<file path="config.mk">
export PLATFORM = sky130hd
export DESIGN_NAME = busca_instrucao
export DESIGN_NICKNAME = d
export VERILOG_FILES = /design/src/rtl/busca_pkg.sv /design/src/rtl/fila_busca.sv /design/src/rtl/busca_instrucao.sv
export SDC_FILE = /design/constraint.sdc
export NUM_CORES = 1
export LEC_CHECK = 0
export CAP_MARGIN = 15
export CORE_MARGIN = 2
export CORE_UTILIZATION = 50
export DETAILED_ROUTE_END_ITERATION = 6
export PLACE_DENSITY_LB_ADDON = 0.15
export SLEW_MARGIN = 40
export SYNTH_ARGS = -nofsm -noshare
export SYNTH_HDL_FRONTEND = slang
export SYNTH_SLANG_ARGS = --single-unit
</file>
<file path="constraint.sdc">
create_clock -name clock -period 4.5 [get_ports clock]
set_input_delay 0.45 -clock clock [delete_from_list [all_inputs] [get_ports clock]]
set_output_delay 0.45 -clock clock [all_outputs]
set_load 0.03 [all_outputs]
</file>
<file path="src/rtl/busca_pkg.sv">
// Shared definitions for the instruction-fetch unit.
//   RESET_PC_DEFAULT : default first fetch address after reset
//   INSTR_BYTES      : size of one instruction, used as the fetch stride
//   entrada_busca_t  : one fetch-buffer entry, {pc, instr}
//   alinha()         : clears bits [1:0] of an address
package busca_pkg;

    localparam logic [31:0] RESET_PC_DEFAULT = 32'h0000_0000;
    localparam logic [31:0] INSTR_BYTES      = 32'd4;

    typedef struct packed {
        logic [31:0] pc;
        logic [31:0] instr;
    } entrada_busca_t;

    function automatic logic [31:0] alinha(input logic [31:0] addr);
        return {addr[31:2], 2'b00};
    endfunction

endpackage

</file>
<file path="src/rtl/fila_busca.sv">
// Fetch buffer: synchronous FIFO of {pc, instr} entries.
//   clock, reset_n : rising-edge clock, asynchronous active-low reset
//   push, push_data: write one entry (ignored when full and not popping)
//   pop            : remove the head entry (ignored when empty)
//   flush          : empty the buffer; wins over push
//   count          : number of valid entries
//   head           : entry at the head (meaningful only when count != 0)
// DEPTH must be a power of two and at least 2 so the pointers wrap freely.
module fila_busca
    import busca_pkg::*;
#(
    parameter int DEPTH = 2,
    localparam int AW = $clog2(DEPTH),
    localparam int CW = $clog2(DEPTH) + 1
) (
    input  logic           clock,
    input  logic           reset_n,
    input  logic           push,
    input  entrada_busca_t push_data,
    input  logic           pop,
    input  logic           flush,
    output logic [CW-1:0]  count,
    output entrada_busca_t head
);

    entrada_busca_t mem [DEPTH];
    logic [AW-1:0]  wptr;
    logic [AW-1:0]  rptr;
    logic           do_push;
    logic           do_pop;

    assign do_pop  = pop & (count != '0);
    // A full buffer may still accept a write when the head leaves in the same cycle.
    assign do_push = push & ~flush & ((count != CW'(DEPTH)) | do_pop);
    assign head    = mem[rptr];

    always_ff @(posedge clock or negedge reset_n) begin
        if (!reset_n) begin
            wptr  <= '0;
            rptr  <= '0;
            count <= '0;
        end else if (flush) begin
            wptr  <= '0;
            rptr  <= '0;
            count <= '0;
        end else begin
            if (do_push) wptr <= wptr + AW'(1);
            if (do_pop)  rptr <= rptr + AW'(1);
            case ({do_push, do_pop})
                2'b10:   count <= count + CW'(1);
                2'b01:   count <= count - CW'(1);
                default: count <= count;
            endcase
        end
    end

    // Storage needs no reset: the head is never used while count is zero.
    always_ff @(posedge clock) begin
        if (do_push) mem[wptr] <= push_data;
    end

endmodule

</file>
<file path="src/rtl/busca_instrucao.sv">
// Instruction-fetch unit: drives fetch addresses into a synchronous instruction
// memory, captures the response one cycle later and hands {pc, instr} pairs to
// decode over a valid/ready handshake.
//   clock, reset_n : rising-edge clock, asynchronous active-low reset
//   counter        : fetch address presented to the instruction memory
//   instrucao_mem  : memory response, valid the cycle after counter
//   instr_valid    : buffer head holds an instruction
//   instr_ready    : decode takes the head this cycle
//   instr_out      : instruction at the head (0 when not valid)
//   pc_out         : address of instr_out (0 when not valid)
//   redirect_valid : branch/jump taken: flush the buffer and refetch
//   redirect_addr  : new fetch address, bits [1:0] ignored
// Handshake: a transfer happens in every cycle where instr_valid and
// instr_ready are both high; while instr_valid is high and instr_ready is low
// the head (instr_out, pc_out) is held stable.
module busca_instrucao
    import busca_pkg::*;
#(
    parameter logic [31:0] RESET_PC  = RESET_PC_DEFAULT,
    parameter int          BUF_DEPTH = 2
) (
    input  logic        clock,
    input  logic        reset_n,
    output logic [31:0] counter,
    input  logic [31:0] instrucao_mem,
    output logic        instr_valid,
    input  logic        instr_ready,
    output logic [31:0] instr_out,
    output logic [31:0] pc_out,
    input  logic        redirect_valid,
    input  logic [31:0] redirect_addr
);

    localparam int          CW      = $clog2(BUF_DEPTH) + 1;
    localparam logic [CW:0] DEPTH_W = (CW + 1)'(BUF_DEPTH);

    logic           inflight;
    logic [31:0]    inflight_pc;
    logic           kill;
    logic [CW-1:0]  count;
    entrada_busca_t head;
    entrada_busca_t push_data;
    logic           pop;
    logic           push;
    logic           issue;
    logic [CW:0]    occupied;
    logic [CW:0]    avail;

    assign instr_valid = (count != '0);
    assign pop         = instr_valid & instr_ready;
    assign push        = inflight & ~kill;
    assign push_data   = {inflight_pc, instrucao_mem};

    // Issue only if the response is guaranteed a slot when it arrives:
    // entries held plus the one in flight must stay below depth plus this
    // cycle's pop. Comparing the two sums avoids a signed subtraction.
    assign occupied = {1'b0, count} + {{CW{1'b0}}, inflight};
    assign avail    = DEPTH_W + {{CW{1'b0}}, pop};
    assign issue    = (avail > occupied) & ~redirect_valid;

    always_ff @(posedge clock or negedge reset_n) begin
        if (!reset_n) begin
            counter     <= RESET_PC;
            inflight    <= 1'b0;
            inflight_pc <= '0;
            kill        <= 1'b0;
        end else begin
            inflight <= issue;
            // Any response landing in the cycle after a redirect belongs to
            // the old path; issue is already blocked during redirect, so this
            // is a guard that keeps stale data out regardless.
            kill     <= redirect_valid;
            if (issue) inflight_pc <= counter;
            if (redirect_valid)
                counter <= alinha(redirect_addr);
            else if (issue)
                counter <= counter + INSTR_BYTES;
        end
    end

    fila_busca #(
        .DEPTH (BUF_DEPTH)
    ) u_fila (
        .clock     (clock),
        .reset_n   (reset_n),
        .push      (push),
        .push_data (push_data),
        .pop       (pop),
        .flush     (redirect_valid),
        .count     (count),
        .head      (head)
    );

    assign instr_out = instr_valid ? head.instr : '0;
    assign pc_out    = instr_valid ? head.pc    : '0;

endmodule

</file>
==> impl_table.tex <==
\begin{tabular}{lr}
\hline
Metric & Value \\
\hline
\multicolumn{2}{l}{\textbf{Route}} \\
Number of vias after detailed routing & about 5300 \\
DR iter-0 viols & $\sim$270 \\
Per-cell via count in the routed design & 5.44 \\
Total wire length & around 17000 um \\
Average wire length per cell after detail routing & 17.7 um \\
ANT nets after route & 0 \\
Number of detailed-routing iterations run before antenna repair & 5 \\
DRC violations left & 0 \\
\multicolumn{2}{l}{\textbf{Logic synthesis}} \\
Yosys warning total & 0 \\
\#FFs+latches synth & 190 \\
Share of the synthesized area in the top cell type & a little under half \\
Ys async rst share & between 30\% and 40\% \\
Combined area of all synthesized cells & 8020 um\^{}2 \\
Cell variety after synth & 47 \\
Number of flops mapped to enable cells by yosys & 124 \\
Per-instance average area after synthesis & around 14 um\^{}2 \\
Sequential fraction of the synthesis area & roughly 67\% \\
Synth top area cells & sky130\_fd\_sc\_hd\_\_edfxtp\_1 (46\%), sky130\_fd\_sc\_hd\_\_dfrtp\_1 (21\%), sky130\_fd\_sc\_hd\_\_mux2i\_1 (7.9\%) \\
Primary FF master, synth & sky130\_fd\_sc\_hd\_\_edfxtp\_1 \\
Area leader, netlist & sky130\_fd\_sc\_hd\_\_edfxtp\_1 \\
Synthesized instance count & 583 \\
\multicolumn{2}{l}{\textbf{Placed design}} \\
Number of port buffers & approximately 160 \\
Setup slack at placement & 1110 ps \\
DP Wirelength & 11300 um \\
Cell area reported after detailed placement & 9840 um\^{}2 \\
Post-placement cell count & about 930 \\
Final RePlAce weighted congestion & a little under 0.9 \\
\multicolumn{2}{l}{\textbf{Timing}} \\
Final setup slack of the worst path & about 1500 ps \\
Setup Skew & 9.68 ps \\
Maximum frequency from static timing analysis & between 0.3 and 0.4 GHz \\
Slew at the pin closest to its max-slew limit & 722 ps \\
Final sum of negative setup slack & 0 ps \\
Worst slew margin & 51.8\% \\
Post-route clock period utilization & between 60\% and 70\% \\
Final setup violating endpoints & 0 \\
Setup repair after global routing missed its margin & no \\
Final Max Tran Viols & 0 \\
Shortest clock period the worst path allows after layout & 2980 ps \\
Count of final hold-check violations & 0 \\
\multicolumn{2}{l}{\textbf{Pwr}} \\
P per Cell Area & 396 nW/um\^{}2 \\
IR Drop Worst-Case VDD & around 0.00028 V \\
Post-layout power & between 4 and 5 mW \\
Leakage & around 3.6 nW \\
\multicolumn{2}{l}{\textbf{Die}} \\
I/O pin count & around 170 \\
Die ar. & $\sim$17000 um\^{}2 \\
Initial core utilization & $\sim$51\% \\
Chip height & 131 um \\
Row count & 46 \\
Core Region & 15800 um\^{}2 \\
Horizontal extent of the die & 131 um \\
\multicolumn{2}{l}{\textbf{CTS}} \\
CTS tree & done \\
Count of hold-fix buffers inserted at cts & 0 \\
Clk Latency, worst-skew pair & 430 ps \\
CTS Root Buffer Type & sky130\_fd\_sc\_hd\_\_clkbuf\_16 \\
Clock-pin transition on the worst setup and hold timing paths & 70 ps \\
CTS Buf Count & 17 \\
Number of clock sinks & 190 \\
Max H-tree Level & 4 \\
Cells resized by post-CTS repair & 0 \\
Post-CTS setup-driven buffer insertion count & 0 \\
Worst-case clock buffer depth & 2 \\
\multicolumn{2}{l}{\textbf{Critical path}} \\
Endpoint type of the worst setup path & flop \\
Critical Path Start & u\_fila.count[0] \\
Critical Path Source Type & flop \\
Capture instance of the worst register-to-register path & counter[17] \\
Reg2Reg Setup Slack & 1520 ps \\
Req. time, crit path & 4850 ps \\
Worst-case reg-to-reg path depth & 8 \\
Startpoint of the worst-slack reg-to-reg timing path & u\_fila.count[0] \\
Data arrival, critical path & 3330 ps \\
Largest fanout on the critical path & 10 \\
Worst Setup Path Type & reg2reg \\
\multicolumn{2}{l}{\textbf{GRT}} \\
Vias in the first global route & about 5200 \\
Number of antenna violations at the first check in global routing & 0 \\
Maximum number of pins on one net before global-route repair & 64 \\
Overall track demand over capacity in global routing & between 20\% and 30\% \\
Wire length of the first global-routing pass & 26600 um \\
Total congestion overflow after global routing & 0 \\
\multicolumn{2}{l}{\textbf{Outcome}} \\
Result of the run & completed \\
\multicolumn{2}{l}{\textbf{Min path}} \\
Path class of the lowest-slack min-delay path & in2async \\
\multicolumn{2}{l}{\textbf{Final layout}} \\
Commonest non-fill, non-tap cells in the layout & sky130\_fd\_sc\_hd\_\_clkdlybuf4s50\_1 (157), sky130\_fd\_sc\_hd\_\_edfxtp\_1 (124), sky130\_fd\_sc\_hd\_\_nor2\_1 (85), sky130\_fd\_sc\_hd\_\_dfrtp\_1 (65), sky130\_fd\_sc\_hd\_\_mux2i\_1 (63) \\
Synth-to-layout area growth & 30.2\% \\
Post-layout nets & $\sim$800 \\
Final cell count without fillers & 966 \\
Antenna Cells & 0 \\
Share of post-route cells with drive strength above 1 & 11.3\% \\
Post-route cell area & 10400 um\^{}2 \\
Most common cell after layout, fill and taps aside & sky130\_fd\_sc\_hd\_\_clkdlybuf4s50\_1 \\
\multicolumn{2}{l}{\textbf{Run}} \\
Max\_cap viols & 0 \\
\hline
\end{tabular}
-- routing by layer --
layer,vias to the layer above,track usage [%],routed length (um)
met3,30,5.50,981
met4,0,7.95,408
li1,2479,-,-
met5,-,0,0
met2,163,34.4,8470
met1,2579,26.1,7260
-- worst max-delay path by stage --
stage                  endpoint  slack [ps]  depth (start not counted)
6_report            counter[17]        1520                          8
5_1_grt             counter[17]        1280                          8
4_1_cts         inflight_pc[22]        1410                          7
3_5_place_dp    inflight_pc[27]        1110                          7
3_3_place_gp    inflight_pc[10]        1180                          7
2_1_floorplan  u_fila.mem[0][0]         540                          3
-- cell families after synthesis --
kind of cell	share of synthesized area (%)
compound gates	5.76
xor+xnor	0.655
fa+ha+maj	0.936
buf+inv	2.84
flops	67.0
mux	12.1
other cells	0.0467
simple gates	10.7
-- stage by stage --
stage               hold WS, ps  util, %
floorplan                   154        -
global placement            445     62.1
detailed placement          450     62.4
CTS                        69.0     66.1
global route               99.9     66.2
finish                     50.0     66.2
-- layout make-up --
type | count | area, um^2
timing repair buffer | 169 | 1700
clock inverter | 13 | 125
tap | 216 | 270
sequential | 190 | 5380
multi-input combinational | 349 | 2460
fill | 1168 | 5330
inverter | 10 | 37.5
clock buffer | 19 | 464
-- synthesized netlist by cell type, types with 2 or more instances --
cell type	instances
sky130_fd_sc_hd__nand4_1	6
sky130_fd_sc_hd__mux2i_1	63
sky130_fd_sc_hd__nor4_1	2
sky130_fd_sc_hd__ha_1	6
sky130_fd_sc_hd__buf_2	8
sky130_fd_sc_hd__o211ai_1	8
sky130_fd_sc_hd__o31ai_1	13
sky130_fd_sc_hd__edfxtp_1	124
sky130_fd_sc_hd__inv_1	10
sky130_fd_sc_hd__or4_1	18
sky130_fd_sc_hd__nor2b_1	4
sky130_fd_sc_hd__or3_1	3
sky130_fd_sc_hd__and2_1	2
sky130_fd_sc_hd__and4_1	2
sky130_fd_sc_hd__buf_4	7
sky130_fd_sc_hd__o2111ai_1	3
sky130_fd_sc_hd__buf_1	3
sky130_fd_sc_hd__nand4_2	2
sky130_fd_sc_hd__and3_1	5
sky130_fd_sc_hd__nand3b_1	2
sky130_fd_sc_hd__nor2_1	88
sky130_fd_sc_hd__xor2_1	6
sky130_fd_sc_hd__o21ai_0	12
sky130_fd_sc_hd__dfrtp_1	66
sky130_fd_sc_hd__nand3_1	11
sky130_fd_sc_hd__mux2_2	30
sky130_fd_sc_hd__a21oi_1	2
sky130_fd_sc_hd__nand2b_1	3
sky130_fd_sc_hd__o31a_1	2
sky130_fd_sc_hd__nand2_1	22
sky130_fd_sc_hd__a31oi_1	17
sky130_fd_sc_hd__buf_6	2
sky130_fd_sc_hd__clkbuf_1	17
-- where the power goes --
| group | internal [mW] | switching (mW) |
|---|---|---|
| Sequential | 2.01 | 0.102 |
| Clock | 0.776 | 0.685 |
| Combinational | 0.260 | 0.309 |
| Total | 3.04 | 1.10 |
-- worst max-delay path, stage by stage, from the launching register on --
cell,delay [ps]
sky130_fd_sc_hd__dfrtp_1,480
sky130_fd_sc_hd__ha_1,230
sky130_fd_sc_hd__inv_1,70
sky130_fd_sc_hd__ha_1,260
sky130_fd_sc_hd__nor2b_1,560
sky130_fd_sc_hd__o211ai_1,340
sky130_fd_sc_hd__buf_2,270
sky130_fd_sc_hd__or4_1,480
sky130_fd_sc_hd__a31oi_1,200
-- registers in the layout (all words and copies together), names as in the netlist --
name	cells
u_fila.count	2
counter	30
u_fila.mem	124
inflight	1
inflight_pc	30
u_fila.wptr	1
kill	1
u_fila.rptr	1
No activity file was read; power rests on OpenSTA's default activity.
==> variant 1: new RTL, same flow settings <==
Change the parameter `BUF_DEPTH` from 2 to 8.
--- a/src/rtl/busca_instrucao.sv
+++ b/src/rtl/busca_instrucao.sv
@@ -17,7 +17,7 @@
     import busca_pkg::*;
 #(
     parameter logic [31:0] RESET_PC  = RESET_PC_DEFAULT,
-    parameter int          BUF_DEPTH = 2
+    parameter int          BUF_DEPTH = 8
 ) (
     input  logic        clock,
     input  logic        reset_n,
Function: changed (a bounded check fails within 4 cycles, from zero or initial values and one cycle with reset_n low).
==> variant 1 against the unedited design <==
Combinational power rose to 6.3 times the old value; setup slack worse by 0.79 ns; area after synthesis grew to 2.8 times the old value; count of clock-buffer cells in the layout rose by 64; die area grew to 2.7 times the old value; cell area rose to 2.5 times the old value; sequential cell count up 378; wire length increased to 2.7 times the old value; power grew to 3.4 times the old value; hold slack better by 0.35 ns; critical endpoint is now instr_out[11].
==> variant 1: results (changes against the unedited design) <==
Outcome: finished clean
Largest registers: u_fila.mem (496), counter (30), inflight_pc (30)
Nets: 1399 (+73%)
Synth top area cells: edfxtp_1 67%, mux4_2 12%, dfrtp_1 8.0%, mux2i_1 2.9%, nor2_1 1.5%
Largest net degree at the start of global routing: 73 (+14%)
Clock Path Buffers: 3 (+1)
Placed inst area: 24900 µm² (+150%)
Starting DRT DRC Count: 736 (+180%)
First-pass GRT wire length: 69900 µm (+160%)
Ys async rst share: 12.7% (-22 points)
Worst EP arrival: 3.32 ns (about the same)
Inserted Diodes: 0 (unchanged)
Flop2flop setup slack: 1.27 ns (-0.25 ns)
CTS buffer count: 55 (+38)
IO Port Bufs: 158 (unchanged)
Slew @ Worst Pin: 0.789 ns (+0.0667 ns)
Distinct cell type count of the synthesized netlist: 54 (+15%)
Vias in the first global route: 11500 (+120%)
Ys Warns: 0 (unchanged)
Vias: 11100 (+110%)
Clk slew on worst S/H paths: 0.06 ns
Hold Crit Class: input port to flop
Pleak: 8.42 nW (+130%)
Final setup viols: 0 (unchanged)
DP HPWL: 25400 µm (+120%)
Clock root cell: clkbuf_16
Share of layout cells above drive strength 1: 18.1% (+6.8 points)
Worst skew pair latency: 0.60 ns (+0.17 ns)
Final Skew: 0.0183 ns (+0.00860 ns)
First-pass iteration count of the detailed router: 5 (unchanged)
DR WL/cell: 23.3 µm (+32%)
Initial antenna violation count: 0 (unchanged)
Commonest cells in the netlist: 496 x edfxtp_1, 124 x mux4_2, 88 x nor2_1, 72 x dfrtp_1, 65 x mux2i_1
Worst IR drop on VDD: 0.378 mV (+36%)
Sw frac: 29.2% (+2.8 points)
GR Util All Layers: 20.1% (-0.55 points)
PostCTS Resize Cnt: 0 (unchanged)
Placer Congestion: 0.768 (-12%)
CP max FO: 41 (+31)
H-Tree Depth: 2 (-2)
Sequential area share after synthesis: 74.6% (+7.5 points)
EDFF count, synth: 496 (+300%)
[variant 1: changes by cell type after synthesis, moves of 15 or more]
| cell | delta |
|---|---|
| clkbuf_1 | +16 |
| or4_1 | -15 |
| mux4_2 | +124 |
| mux2_2 | -25 |
| mux2_1 | +29 |
| edfxtp_1 | +372 |
[variant 1: area by class of cell]
type	count	area, µm²
fill	3236	17700
sequential	568	16700
multi-input combinational	500	5500
timing repair buffer	191	1930
clock buffer	83	1520
tap	592	741
clock inverter	20	109
inverter	6	22.5
[variant 1: timing repair]
item / CTS / global route
buffers inserted: 0 / 0
endpoints found under the hold margin: 72 / 0
hold buffers: 1 / 0
setup endpoints to repair: 0 / 0
[variant 1: path summary, 6_finish.rpt]
kind                                    from         endpoint  cells after the start
max                           u_fila.rptr[0]    instr_out[11]                      5
min                        redirect_addr[17]      counter[17]                      3
max reg2reg                  u_fila.count[1]  inflight_pc[17]                      8
min reg2reg                   u_fila.wptr[0]   u_fila.wptr[0]                      2
max in group asynchronous            reset_n   u_fila.rptr[0]                      2
min in group asynchronous            reset_n       counter[7]                      2
[variant 1: routing by layer]
| layer | global-route usage (%) | vias to the layer above | part of all wire (%) |
|---|---|---|---|
| met2 | 33.2 | 285 | 50 |
| met3 | 3.72 | 54 | 5.6 |
| li1 | - | 4951 | - |
| met5 | 0 | - | 0 |
| met1 | 28.1 | 5796 | 43 |
| met4 | 4.74 | 0 | 1.5 |
[variant 1: kinds of logic (layout without fill, tap and decap cells)]
kind of cell | count (synthesis) | count (layout) | synth area share [%]
buffers and inverters | 66 | 300 | 1.32
other | 1 | 4 | 0.0167
multiplexers | 224 | 224 | 17.1
AND/OR/NAND/NOR | 173 | 173 | 3.53
AO/OA/AOI/OAI | 67 | 67 | 1.99
flip-flops | 568 | 568 | 74.6
adder cells (fa/ha/maj) | 9 | 9 | 0.536
XOR/XNOR | 23 | 23 | 0.900
[variant 1: critical path, cell delays in order, from the launching register on]
cell             delay [ns]
dfrtp_4                0.83
buf_12                 0.40
mux4_2                 0.55
mux2i_1                0.23
nor2_1                 0.06
clkdlybuf4s50_1        0.61
[variant 1: stage by stage]
stage	hold WS (ns)	power (mW)	setup TNS [ns]	setup WS, ns	instances
after global placement	0.561	10.2	0	1.04	1855
after CTS	0.373	14.5	0	0.623	1960
after floorplan	0.154	8.81	-14.17	-0.0392	1134
final	0.405	14.3	0	0.728	1960
after global routing	0.393	14.9	0	0.514	1960
after detailed placement	0.533	10.2	0	0.983	1856
[variant 1: power by group through the flow]
stage                     clock network, mW  registers, mW  logic [mW]
after floorplan                           0           6.44        2.37
after global placement                    0           6.57        3.63
after detailed placement                  0           6.59        3.65
after CTS                              4.31           6.48        3.66
after global routing                   4.51           6.53        3.83
final                                  4.21           6.47        3.59
==> variant 2: new RTL, same settings <==
Made on the original files. Make the reset (`reset_n`) synchronous in 2 clocked blocks. Comments in the files are not updated.
--- a/src/rtl/fila_busca.sv
+++ b/src/rtl/fila_busca.sv
@@ -34,7 +34,7 @@
     assign do_push = push & ~flush & ((count != CW'(DEPTH)) | do_pop);
     assign head    = mem[rptr];
 
-    always_ff @(posedge clock or negedge reset_n) begin
+    always_ff @(posedge clock) begin
         if (!reset_n) begin
             wptr  <= '0;
             rptr  <= '0;
--- a/src/rtl/busca_instrucao.sv
+++ b/src/rtl/busca_instrucao.sv
@@ -58,7 +58,7 @@
     assign avail    = DEPTH_W + {{CW{1'b0}}, pop};
     assign issue    = (avail > occupied) & ~redirect_valid;
 
-    always_ff @(posedge clock or negedge reset_n) begin
+    always_ff @(posedge clock) begin
         if (!reset_n) begin
             counter     <= RESET_PC;
             inflight    <= 1'b0;
Formal check against the unedited RTL: differs if reset_n is asserted again (counterexample within 4 cycles, from zero or initial values and one cycle with reset_n low); with reset_n held inactive, the same outputs for 4 cycles.
==> variant 2 against the unedited design <==
Largest power group unchanged; final cell count rose by 12%; sequential share of layout area fell by 3.4 points; area after synthesis up 1.5%; setup slack better by 0.11 ns; cell area rose by 0.84%; hold slack better by 0.40 ns; sequential cell count increased by 1; power shrank 11%; wire length is 10% higher.
==> variant 2: results (changes against the unedited design) <==
Post-Syn Area per Cell: 11.5 µm² (-16%)
DP HPWL: 12300 µm (+8.8%)
Sw frac: 23.5% (-2.9 points)
Starting DRT DRC Count: 536 (+100%)
Slew @ Worst Pin: 0.661 ns (-0.0609 ns)
Complex-gate fraction of the synthesized area: 9.62% (+3.9 points)
Setup WS pre-CTS: 1.46 ns (+0.353 ns)
Placer Congestion: 0.884 (+1.7%)
Inserted Diodes: 0 (unchanged)
DR WL/cell: 17.4 µm (-1.6%)
Vias per cell: 5.61 (+3.2%)
Crit path time final: 2.88 ns (-0.105 ns)
First-pass GRT wire length: 30200 µm (+14%)
Commonest cells in the netlist: 124 x edfxtp_1, 87 x nand2_1, 81 x nor2_1, 67 x dfxtp_1, 62 x mux2i_1
Outcome: finished clean
Clock Path Buffers: 2 (unchanged)
Worst IR drop on VDD: 0.257 mV (-7.4%)
XOR/XNOR Fraction of Synth Area: 0.968% (+0.31 points)
Sequential share of power: 53.4% (+2.5 points)
Largest net degree at the start of global routing: 63 (-1.6%)
Sequential area share after synthesis: 62.2% (-4.8 points)
Main flop type after synthesis: edfxtp_1
Dpl cells: 1049 (+12%)
Vias in the first global route: 5965 (+15%)
Distinct cell type count of the synthesized netlist: 55 (+17%)
Worst EP arrival: 3.18 ns (-0.15 ns)
Pleak: 3.35 nW (-7.3%)
Clk slew on worst S/H paths: 0.07 ns (about the same)
CP max FO: 20 (+10)
Initial antenna violation count: 0 (unchanged)
Number of fill cells: 1234 (+5.7%)
Final Skew: 0.0120 ns (+0.00228 ns)
Synth Area in Adders: 0.922% (-0.014 points)
Ys async rst share: 0% (-35 points)
CTS buffer count: 17 (unchanged)
Share of layout cells above drive strength 1: 6.48% (-4.9 points)
Nets: 926 (+14%)
GR Util All Layers: 21.8% (+1.2 points)
Hold Crit Class: flop to flop
PostCTS Resize Cnt: 0 (unchanged)
Combinational power: 333 µW (-41%)
Non-Filler Instances: 1080 (+12%)
Synth top area cells: edfxtp_1 46%, dfxtp_1 16%, mux2i_1 7.6%, nand2_1 4.0%, nor2_1 3.7%
Yosys top cell area share: 45.7% (-0.71 points)
Post-synthesis mux area share: 7.62% (-4.5 points)
[variant 2: changes by cell type in the layout (fill, tap and decap cells not counted), sizes merged, moves of 7 or more]
cell    change
a31oi       -9
nand4       +8
nand2      +65
nor4       +10
dfxtp      +67
nor2        -7
or4         -7
dfrtp      -66
o21ai       +7
a21oi      +35
mux2       -30
a211oi     +10
[variant 2: worst max-delay path, cell delays in order, from the launching register on]
cell and delay [ns]:
dfxtp_1 0.46, ha_1 0.22, inv_1 0.05, ha_1 0.31
and2b_1 0.25, o211ai_1 0.51, buf_2 0.30, buf_4 0.27
nor3_1 0.08, a221o_1 0.32
[variant 2: logic make-up after synthesis]
family / count (synthesis)
compound gates: 117
fa+ha+maj: 6
simple gates: 262
mux: 62
buf+inv: 60
flops: 191
other cells: 1
xor+xnor: 9
[variant 2: path summary, 6_finish.rpt]
path                   start                 to  slack (ns)  cells past startpoint
min          inflight_pc[11]  u_fila.mem[1][43]        0.45                      0
max reg2reg  u_fila.count[0]        counter[30]        1.62                      9
max          u_fila.count[0]        counter[30]        1.62                      9
min reg2reg  inflight_pc[11]  u_fila.mem[1][43]        0.45                      0
[variant 2: cell type report]
type                    instances  share of cell area, %
flip-flops and latches        191                   48.1
multi-input cells             460                   27.4
repair buffers                171                   16.3
clock buffers                  19                   4.11
well taps                     216                   2.57
clock inverters                12                   1.08
inverters                      11                  0.392
[variant 2: through the flow]
stage / area [µm²] / total power, mW
after floorplan: 8160 / 2.17
after global placement: 9920 / 2.33
after detailed placement: 9970 / 2.34
after CTS: 10500 / 3.72
after global routing: 10500 / 3.82
final: 10500 / 3.70
[variant 2: per-layer routing]
layer,track usage (%),part of all wire (%),vias up
li1,-,-,2901
met1,30.0,46,2895
met2,34.6,47,246
met3,5.17,6.0,19
met4,6.46,1.3,0
met5,0,0,-
